`src/rtl/addsub_pkg.sv`:
```
// Shared constants for the pipelined adder/subtractor.
// Defaults and flag bit positions used by the top level.
package addsub_pkg;

  localparam int DEF_WIDTH  = 16;
  localparam int DEF_STAGES = 4;

  localparam int NFLAGS    = 4;
  localparam int FLAG_COUT = 0;
  localparam int FLAG_OVF  = 1;
  localparam int FLAG_ZERO = 2;
  localparam int FLAG_NEG  = 3;

endpackage

```
`src/rtl/addsub_if.sv`:
```
// Operand/result handshake bundle for addsub_pipe.
// master drives operands and out_ready; slave is the adder.
interface addsub_if
  import addsub_pkg::*;
#(
  parameter int WIDTH = DEF_WIDTH
);

  logic             in_valid;
  logic             in_ready;
  logic [WIDTH-1:0] a;
  logic [WIDTH-1:0] b;
  logic             sub;
  logic             cin;
  logic             out_valid;
  logic             out_ready;
  logic [WIDTH-1:0] sum;
  logic             cout;
  logic             ovf;
  logic             zero;
  logic             neg;

  modport master (
    output in_valid, a, b, sub, cin, out_ready,
    input  in_ready, out_valid, sum, cout, ovf, zero, neg
  );

  modport slave (
    input  in_valid, a, b, sub, cin, out_ready,
    output in_ready, out_valid, sum, cout, ovf, zero, neg
  );

endinterface

```
`src/rtl/addsub_seg.sv`:
```
// One SEG-bit combinational slice of the ripple adder.
// cm is the carry into the slice MSB, used for overflow.
module addsub_seg #(
  parameter int SEG = 4
) (
  input  logic [SEG-1:0] a,
  input  logic [SEG-1:0] b,
  input  logic           ci,
  output logic [SEG-1:0] s,
  output logic           co,
  output logic           cm
);

  assign {co, s} = {1'b0, a} + {1'b0, b}
                 + {{SEG{1'b0}}, ci};

  // carry into the MSB falls out of the MSB sum bit
  assign cm = s[SEG-1] ^ a[SEG-1] ^ b[SEG-1];

endmodule

```
`src/rtl/addsub_pipe.sv`:
```
// Pipelined add/subtract: one SEG-bit slice per stage.
// Whole pipe advances together under a global stall.
module addsub_pipe
  import addsub_pkg::*;
#(
  parameter int WIDTH  = DEF_WIDTH,
  parameter int STAGES = DEF_STAGES
) (
  input logic     clk,
  input logic     rst_n,
  addsub_if.slave bus
);

  localparam int SEG  = WIDTH / STAGES;
  localparam int LAST = STAGES - 1;
  localparam logic [WIDTH-1:0] MASK =
    WIDTH'({SEG{1'b1}});

  if (WIDTH < 2 || STAGES < 1 ||
      WIDTH % STAGES != 0) begin : g_bad
    $error("addsub_pipe: WIDTH must split evenly");
  end

  logic             vld_d [STAGES];
  logic [WIDTH-1:0] a_d   [STAGES];
  logic [WIDTH-1:0] b_d   [STAGES];
  logic [WIDTH-1:0] s_d   [STAGES];
  logic             c_d   [STAGES];

  logic [SEG-1:0]   seg_s [STAGES];
  logic [WIDTH-1:0] s_n   [STAGES];
  logic             c_n   [STAGES];
  logic             cm_n  [STAGES];

  logic             vld_q [STAGES];
  logic [WIDTH-1:0] a_q   [STAGES];
  logic [WIDTH-1:0] b_q   [STAGES];
  logic [WIDTH-1:0] s_q   [STAGES];
  logic             c_q   [STAGES];
  logic             cm_q  [STAGES];

  logic              adv;
  logic [NFLAGS-1:0] flags;

  assign bus.out_valid = vld_q[LAST];
  assign bus.in_ready  = !bus.out_valid
                       || bus.out_ready;
  assign adv           = bus.in_ready;

  for (genvar k = 0; k < STAGES; k++) begin : g_stage
    if (k == 0) begin : g_head
      assign vld_d[k] = bus.in_valid;
      assign a_d[k]   = bus.a;
      assign b_d[k]   = bus.sub ? ~bus.b : bus.b;
      assign s_d[k]   = '0;
      assign c_d[k]   = bus.sub ^ bus.cin;
    end else begin : g_link
      assign vld_d[k] = vld_q[k-1];
      assign a_d[k]   = a_q[k-1];
      assign b_d[k]   = b_q[k-1];
      assign s_d[k]   = s_q[k-1];
      assign c_d[k]   = c_q[k-1];
    end

    addsub_seg #(.SEG(SEG)) u_seg (
      .a  (a_d[k][k*SEG +: SEG]),
      .b  (b_d[k][k*SEG +: SEG]),
      .ci (c_d[k]),
      .s  (seg_s[k]),
      .co (c_n[k]),
      .cm (cm_n[k])
    );

    assign s_n[k] = (s_d[k] & ~(MASK << (k*SEG)))
                  | (WIDTH'(seg_s[k]) << (k*SEG));
  end

  // stage registers; bubbles keep their slot on stall
  always_ff @(posedge clk or negedge rst_n) begin
    if (!rst_n) begin
      for (int k = 0; k < STAGES; k++) begin
        vld_q[k] <= 1'b0;
        a_q[k]   <= '0;
        b_q[k]   <= '0;
        s_q[k]   <= '0;
        c_q[k]   <= 1'b0;
        cm_q[k]  <= 1'b0;
      end
    end else if (adv) begin
      for (int k = 0; k < STAGES; k++) begin
        vld_q[k] <= vld_d[k];
        a_q[k]   <= a_d[k];
        b_q[k]   <= b_d[k];
        s_q[k]   <= s_n[k];
        c_q[k]   <= c_n[k];
        cm_q[k]  <= cm_n[k];
      end
    end
  end

  // status flags from the final stage, gated by valid
  always_comb begin
    flags            = '0;
    flags[FLAG_COUT] = c_q[LAST];
    flags[FLAG_OVF]  = c_q[LAST] ^ cm_q[LAST];
    flags[FLAG_ZERO] = ~|s_q[LAST];
    flags[FLAG_NEG]  = s_q[LAST][WIDTH-1];
    if (!vld_q[LAST]) flags = '0;
  end

  assign bus.sum  = s_q[LAST];
  assign bus.cout = flags[FLAG_COUT];
  assign bus.ovf  = flags[FLAG_OVF];
  assign bus.zero = flags[FLAG_ZERO];
  assign bus.neg  = flags[FLAG_NEG];

endmodule

```
`src/flat_wrapper.sv`:
```
// flat-port wrapper written by rule: the top's interface ports become plain ports
module addsub_pipe_flat import addsub_pkg::*;
#(
  parameter int WIDTH  = DEF_WIDTH,
  parameter int STAGES = DEF_STAGES
)
  (clk, rst_n, bus_in_valid, bus_a, bus_b, bus_sub, bus_cin, bus_out_ready, bus_in_ready, bus_out_valid, bus_sum, bus_cout, bus_ovf, bus_zero, bus_neg);
  addsub_if #(.WIDTH(WIDTH)) bus_i ();
  input logic clk;
  input logic rst_n;
  input wire logic [$bits(bus_i.in_valid)-1:0] bus_in_valid;
  input wire logic [$bits(bus_i.a)-1:0] bus_a;
  input wire logic [$bits(bus_i.b)-1:0] bus_b;
  input wire logic [$bits(bus_i.sub)-1:0] bus_sub;
  input wire logic [$bits(bus_i.cin)-1:0] bus_cin;
  input wire logic [$bits(bus_i.out_ready)-1:0] bus_out_ready;
  output wire logic [$bits(bus_i.in_ready)-1:0] bus_in_ready;
  output wire logic [$bits(bus_i.out_valid)-1:0] bus_out_valid;
  output wire logic [$bits(bus_i.sum)-1:0] bus_sum;
  output wire logic [$bits(bus_i.cout)-1:0] bus_cout;
  output wire logic [$bits(bus_i.ovf)-1:0] bus_ovf;
  output wire logic [$bits(bus_i.zero)-1:0] bus_zero;
  output wire logic [$bits(bus_i.neg)-1:0] bus_neg;
  assign bus_i.in_valid = bus_in_valid;
  assign bus_i.a = bus_a;
  assign bus_i.b = bus_b;
  assign bus_i.sub = bus_sub;
  assign bus_i.cin = bus_cin;
  assign bus_i.out_ready = bus_out_ready;
  assign bus_in_ready = bus_i.in_ready;
  assign bus_out_valid = bus_i.out_valid;
  assign bus_sum = bus_i.sum;
  assign bus_cout = bus_i.cout;
  assign bus_ovf = bus_i.ovf;
  assign bus_zero = bus_i.zero;
  assign bus_neg = bus_i.neg;
  addsub_pipe #(.WIDTH(WIDTH), .STAGES(STAGES)) u_core (.clk(clk), .rst_n(rst_n), .bus(bus_i));
endmodule
```
`config.mk`:
```
export PLATFORM = sky130hd
export DESIGN_NAME = addsub_pipe_flat
export DESIGN_NICKNAME = d
export VERILOG_FILES = /design/src/rtl/addsub_pkg.sv /design/src/rtl/addsub_if.sv /design/src/rtl/addsub_seg.sv /design/src/rtl/addsub_pipe.sv /design/src/flat_wrapper.sv
export SDC_FILE = /design/constraint.sdc
export NUM_CORES = 1
export LEC_CHECK = 0
export BUFFER_PORTS_ARGS = -buffer_cell sky130_fd_sc_hd__buf_4
export CORE_MARGIN = 2
export CORE_UTILIZATION = 49
export DETAILED_ROUTE_END_ITERATION = 10
export GPL_TIMING_DRIVEN = 0
export HOLD_SLACK_MARGIN = 0.02
export PLACE_DENSITY = 0.71
export SLEW_MARGIN = 20
export SYNTH_ARGS = -nofsm -noshare
export SYNTH_HDL_FRONTEND = slang
export SYNTH_SLANG_ARGS = --single-unit
export TNS_END_PERCENT = 20
```
`constraint.sdc`:
```
create_clock -name clk -period 2.8 [get_ports clk]
set_input_delay 0.14 -clock clk [delete_from_list [all_inputs] [get_ports clk]]
set_output_delay 0.14 -clock clk [all_outputs]
set_load 0.05 [all_outputs]
```
Word-level counts from Yosys, hierarchy flattened --
Index checks and enable logic that the tools add are counted.
Word-level totals: logic and storage cells 41, register bits after elaboration 145, output and inout port bits 22, bits of input ports 38
Operators by class: bitwise operators 8, multiplexer cells 2, reductions and logical operators 4, add/subtract/negate cells 8
Operator list (number):
- 4-bit by 4-bit adder with 5-bit output | 4
- 5-bit by 1-bit adder with 5-bit output | 4
- 16-bit two-way mux | 1
- 16-bit inverter | 1
- 12-bit by 16-bit OR with 16-bit output | 1
- 16-bit OR reduction | 1
- 8-bit by 12-bit OR with 12-bit output | 1
- 4-bit by 8-bit OR with 8-bit output | 1
- 4-bit two-way mux | 1
- 1-bit bitwise XOR | 4
- 1-bit zero test | 2
- 1-bit logical OR | 1

Depth between registers and ports, before layout --
depth after elaboration 4, depth in mapped cells 8, gate-level depth less buffers 6

Cells and area by module --
A second synthesis with hierarchy kept.
Unflattened totals: cells, all modules 324, area, all modules 4823.4 um^2
By module, submodules not included:
- addsub_pipe | cells each 248, sequential area each 2427.3 um^2, area each 4112.7 um^2, times used 1
- addsub_seg | cells each 19, sequential area each 0.0 um^2, area each 177.7 um^2, times used 4

Least setup slack after synthesis --
No wires, ideal clock.
path type reg2out, from register u_core.vld_q (netlist bit u_core.bus.out_valid), to output port bus_zero, stages on the path, launching flop included 4, path buffers 0, arrival 2.488 ns, setup slack 0.172 ns, required time 2.660 ns, cells stage by stage dfrtp_1 > nor4b_1 > nand4_1 > nor4_1
Between the ends: word-level cells in the longest chain between the ends 1
Ends and longest elaborated chain:
- start: declaration | line addsub_pipe.sv:35 | logic vld_q [STAGES];
- start signal: indexed assignment | line addsub_pipe.sv:91 | vld_q[k] <= vld_d[k];
- 4-bit two-way mux | line addsub_pipe.sv:108 | if (!vld_q[LAST]) flags = '0;
- end: declaration | line flat_wrapper.sv:22 | output wire logic [$bits(bus_i.zero)-1:0] bus_zero;
No other way between the ends.

Final worst setup path --
from register u_core.s_q (netlist bit u_core.bus.sum[1]), to output port bus_zero
Between the ends: word-level cells in the longest chain between the ends 3
Ends and longest elaborated chain:
- start: declaration | line addsub_pipe.sv:38 | logic [WIDTH-1:0] s_q [STAGES];
- start signal: indexed assignment | line addsub_pipe.sv:94 | s_q[k] <= s_n[k];
- 16-bit OR reduction | line addsub_pipe.sv:106 | flags[FLAG_ZERO] = ~|s_q[LAST];
- 1-bit zero test | line addsub_pipe.sv:106
- 4-bit two-way mux | line addsub_pipe.sv:108
No other way between the ends.

==> results.cfg <==
[die]
die_w_um = 98.2
fp-row-count = 34
fp.dieH_um = 98.2
coreArea_um2 = 8680
pin_count = 60
dieArea_um2 = 9640
initial_core_util_pct = 50.1

[clocking]
cts-root-buf = clkbuf_8
cts_max_level = 3
clock_path_buffers = 2
cts_tree = built
cts.sinks = 97
path_clk_slew_ps = 90
numCtsBuffers = 9
clock_latency_ps = 360

[place]
gp_congestion = 0.764
place_area_um2 = 4920
io_buffers = 58
placed_cells = 630
place_hpwl_um = 6220
dp_slack_ps = 587

[critical_path]
cp_cell_sequence = nor4_1 -> nand4_1 -> nor4_1 -> buf_4
critPathMaxFanout = 3
startpoint_type = flip-flop
cp_common_cell = nor4_1
ff2ff_path_depth = 5
endpoint = bus_zero
reg2reg_to = u_core.c_d[1]
r2r-start = u_core.c_d[2]
crit_arrival_ps = 1850
crit_buf_inv = 1
end_kind = output port
cp-startpoint = u_core.bus.sum[1]
crit_required_ps = 2660
rrSetupSlack_ps = 930
slowest_stage = nor4_1
cpPeakStageDelay_ps = 450
path_class = flip-flop to output port
crit_cells = 4
path_delay_family = simple AND/OR/NAND/NOR gates

[grt]
grt_overflow = 0
grt_pass1_wl_um = 15200
antenna_found_initial = 0
grt_max_degree = 98
first_global_vias = 3217
track_usage_pct = 19.8

[pwr]
power_density_nw_per_um2 = 1140
cellLeakagePower_nw = 2.70
peakVddDrop_mv = 0.402
p_total_mw = 6.02

[synthesis]
synthFlopType = dfrtp_1
synth-edff-count = 0
synth.net_count = 522
syn_area_um2 = 4350
synth-async-reset-ratio_pct = 100
ys_seq_elements = 97
synth_common_cells = 210 x nand2_1, 97 x dfrtp_1, 19 x o21ai_0, 16 x xnor2_1, 15 x a21oi_1
avgSynthCellArea_um2 = 9.37
yosysUniqueCellTypes = 26
netlist_top_cells_area = dfrtp_1 56%, nand2_1 18%, fa_1 3.7%, ha_1 3.5%, xnor2_1 3.2%
synth_top_area_share_pct = 55.9
yosysWarnings = 0
yosysTopAreaCell = dfrtp_1
seq_area_frac_synth_pct = 55.9
yosysMostFrequentCell = nand2_1
syn_inst = 464

[timing]
fin_worst_skew_ps = 8.22
slew_violations = 0
holdWs_ps = 56.2
setup_tns_ps = 0
finalCritPeriodShare_pct = 71.0
min_period_ps = 1990
hold_viol_final = 0
fmax_mhz = 503
rsz0062_at_grt = false
worst_slew_pin_slew_ps = 874
setup_viol = 0
maxSlewHeadroom_pct = 41.7
setup_ws_ps = 811

[outcome]
outcome = complete, no violations

[layout]
stdcell_area_um2 = 5270
diodes = 0
fin_cells = 659
area_delta_synth_final_pct = 21.2
layout.nets = 605
post-route-util_pct = 60.7
drive_gt1_share_pct = 16.5

[routing]
drcViolationCount = 0
vias = 3206
viasPerCell = 4.86
dr.pass1.iters = 4
antenna_left = 0
drt_iter0_markers = 169
routedWlPerCell_um = 13.4
wirelength_um = 8810

[min_path]
min_from = bus_b[8]
holdCritPathClass = input pin to flip-flop

[flow_run]
cap_viol_max_count = 0
==> how the worst min path moves through the flow <==
stage	slack [ps]	cells past startpoint	end
2_1_floorplan	-160	0	u_core.a_d[12]
3_3_place_gp	340	3	u_core.a_d[43]
3_5_place_dp	290	1	u_core.a_d[24]
4_1_cts	40	3	u_core.b_d[41]
5_1_grt	60	3	u_core.b_d[47]
6_report	60	3	u_core.b_d[40]
==> routing by layer <==
| layer | global-route usage (%) | vias to the layer above | share of wire (%) |
|---|---|---|---|
| met5 | 0 | - | 0 |
| met4 | 5.69 | 0 | 1.2 |
| met2 | 32.6 | 60 | 48 |
| met1 | 27.3 | 1517 | 46 |
| met3 | 3.58 | 9 | 4.8 |
| li1 | - | 1620 | - |
==> registers in the layout, indices dropped and copies added, names as in the netlist <==
name and count:
u_core.bus.out_valid 1, u_core.s_d 24, u_core.c_q 1, u_core.bus.sum 16
u_core.a_d 24, u_core.b_d 24, u_core.cm_q 1, u_core.c_d 3
u_core.vld_d 3
==> repair_timing <==
action / 4_1_cts / 5_1_grt
setup endpoints to repair: 0 / 0
hold buffers: 14 / 0
buffers inserted: 0 / 0
endpoints found under the hold margin: 110 / 0
resized for setup: 0 / 0
==> worst register-to-register path: cells and delay by family (launching register included) <==
family | cells | cell delay, ps
adders and majority gates | 2 | 890
AOI/OAI and AO/OA | 3 | 460
DFF | 1 | 420
==> power breakdown <==
| part | switching (mW) | leakage, nW | internal, mW |
|---|---|---|---|
| clock | 0.471 | 0.102 | 0.499 |
| sequential | 0.397 | 1.17 | 2.03 |
| combinational | 1.63 | 1.43 | 0.991 |
| total | 2.50 | 2.70 | 3.52 |
==> logic make-up (layout without fill, tap and decap cells) <==
family,after synthesis,count (layout),synth area share [%]
adders and majority gates,20,20,7.14
and+or+nand+nor,238,238,21.7
DFF,97,97,55.9
buffers and inverters,34,121,4.03
xor gates and xnor gates,27,27,5.44
AOI/OAI and AO/OA,48,48,5.87
==> cell type report <==
cell class              instances  area, µm²
multi-input cells             333       1740
plain buffers                  23        134
well taps                     108        135
clock buffers                  10        128
clock inverters                 5       81.3
inverters                      11       41.3
fillers                       792       3410
flip-flops and latches         97       2430
repair buffers                 72        579
==> cells in the final DEF, fill, tap and decap left out, types with 3 or more instances in the layout <==
| cell type | n |
|---|---|
| and2_1 | 3 |
| xor2_1 | 11 |
| nor2_1 | 13 |
| buf_4 | 65 |
| fa_1 | 8 |
| nor4_1 | 3 |
| xnor2_1 | 16 |
| ha_1 | 12 |
| a21oi_1 | 15 |
| inv_1 | 10 |
| clkbuf_1 | 7 |
| o21ai_0 | 19 |
| nand2_1 | 210 |
| buf_2 | 8 |
| a21o_1 | 5 |
| dfrtp_1 | 97 |
| dlygate4sd3_1 | 14 |
| clkbuf_8 | 9 |
| o21ai_1 | 8 |
| nor2b_1 | 3 |
No activity file was read; power rests on OpenSTA's default activity.
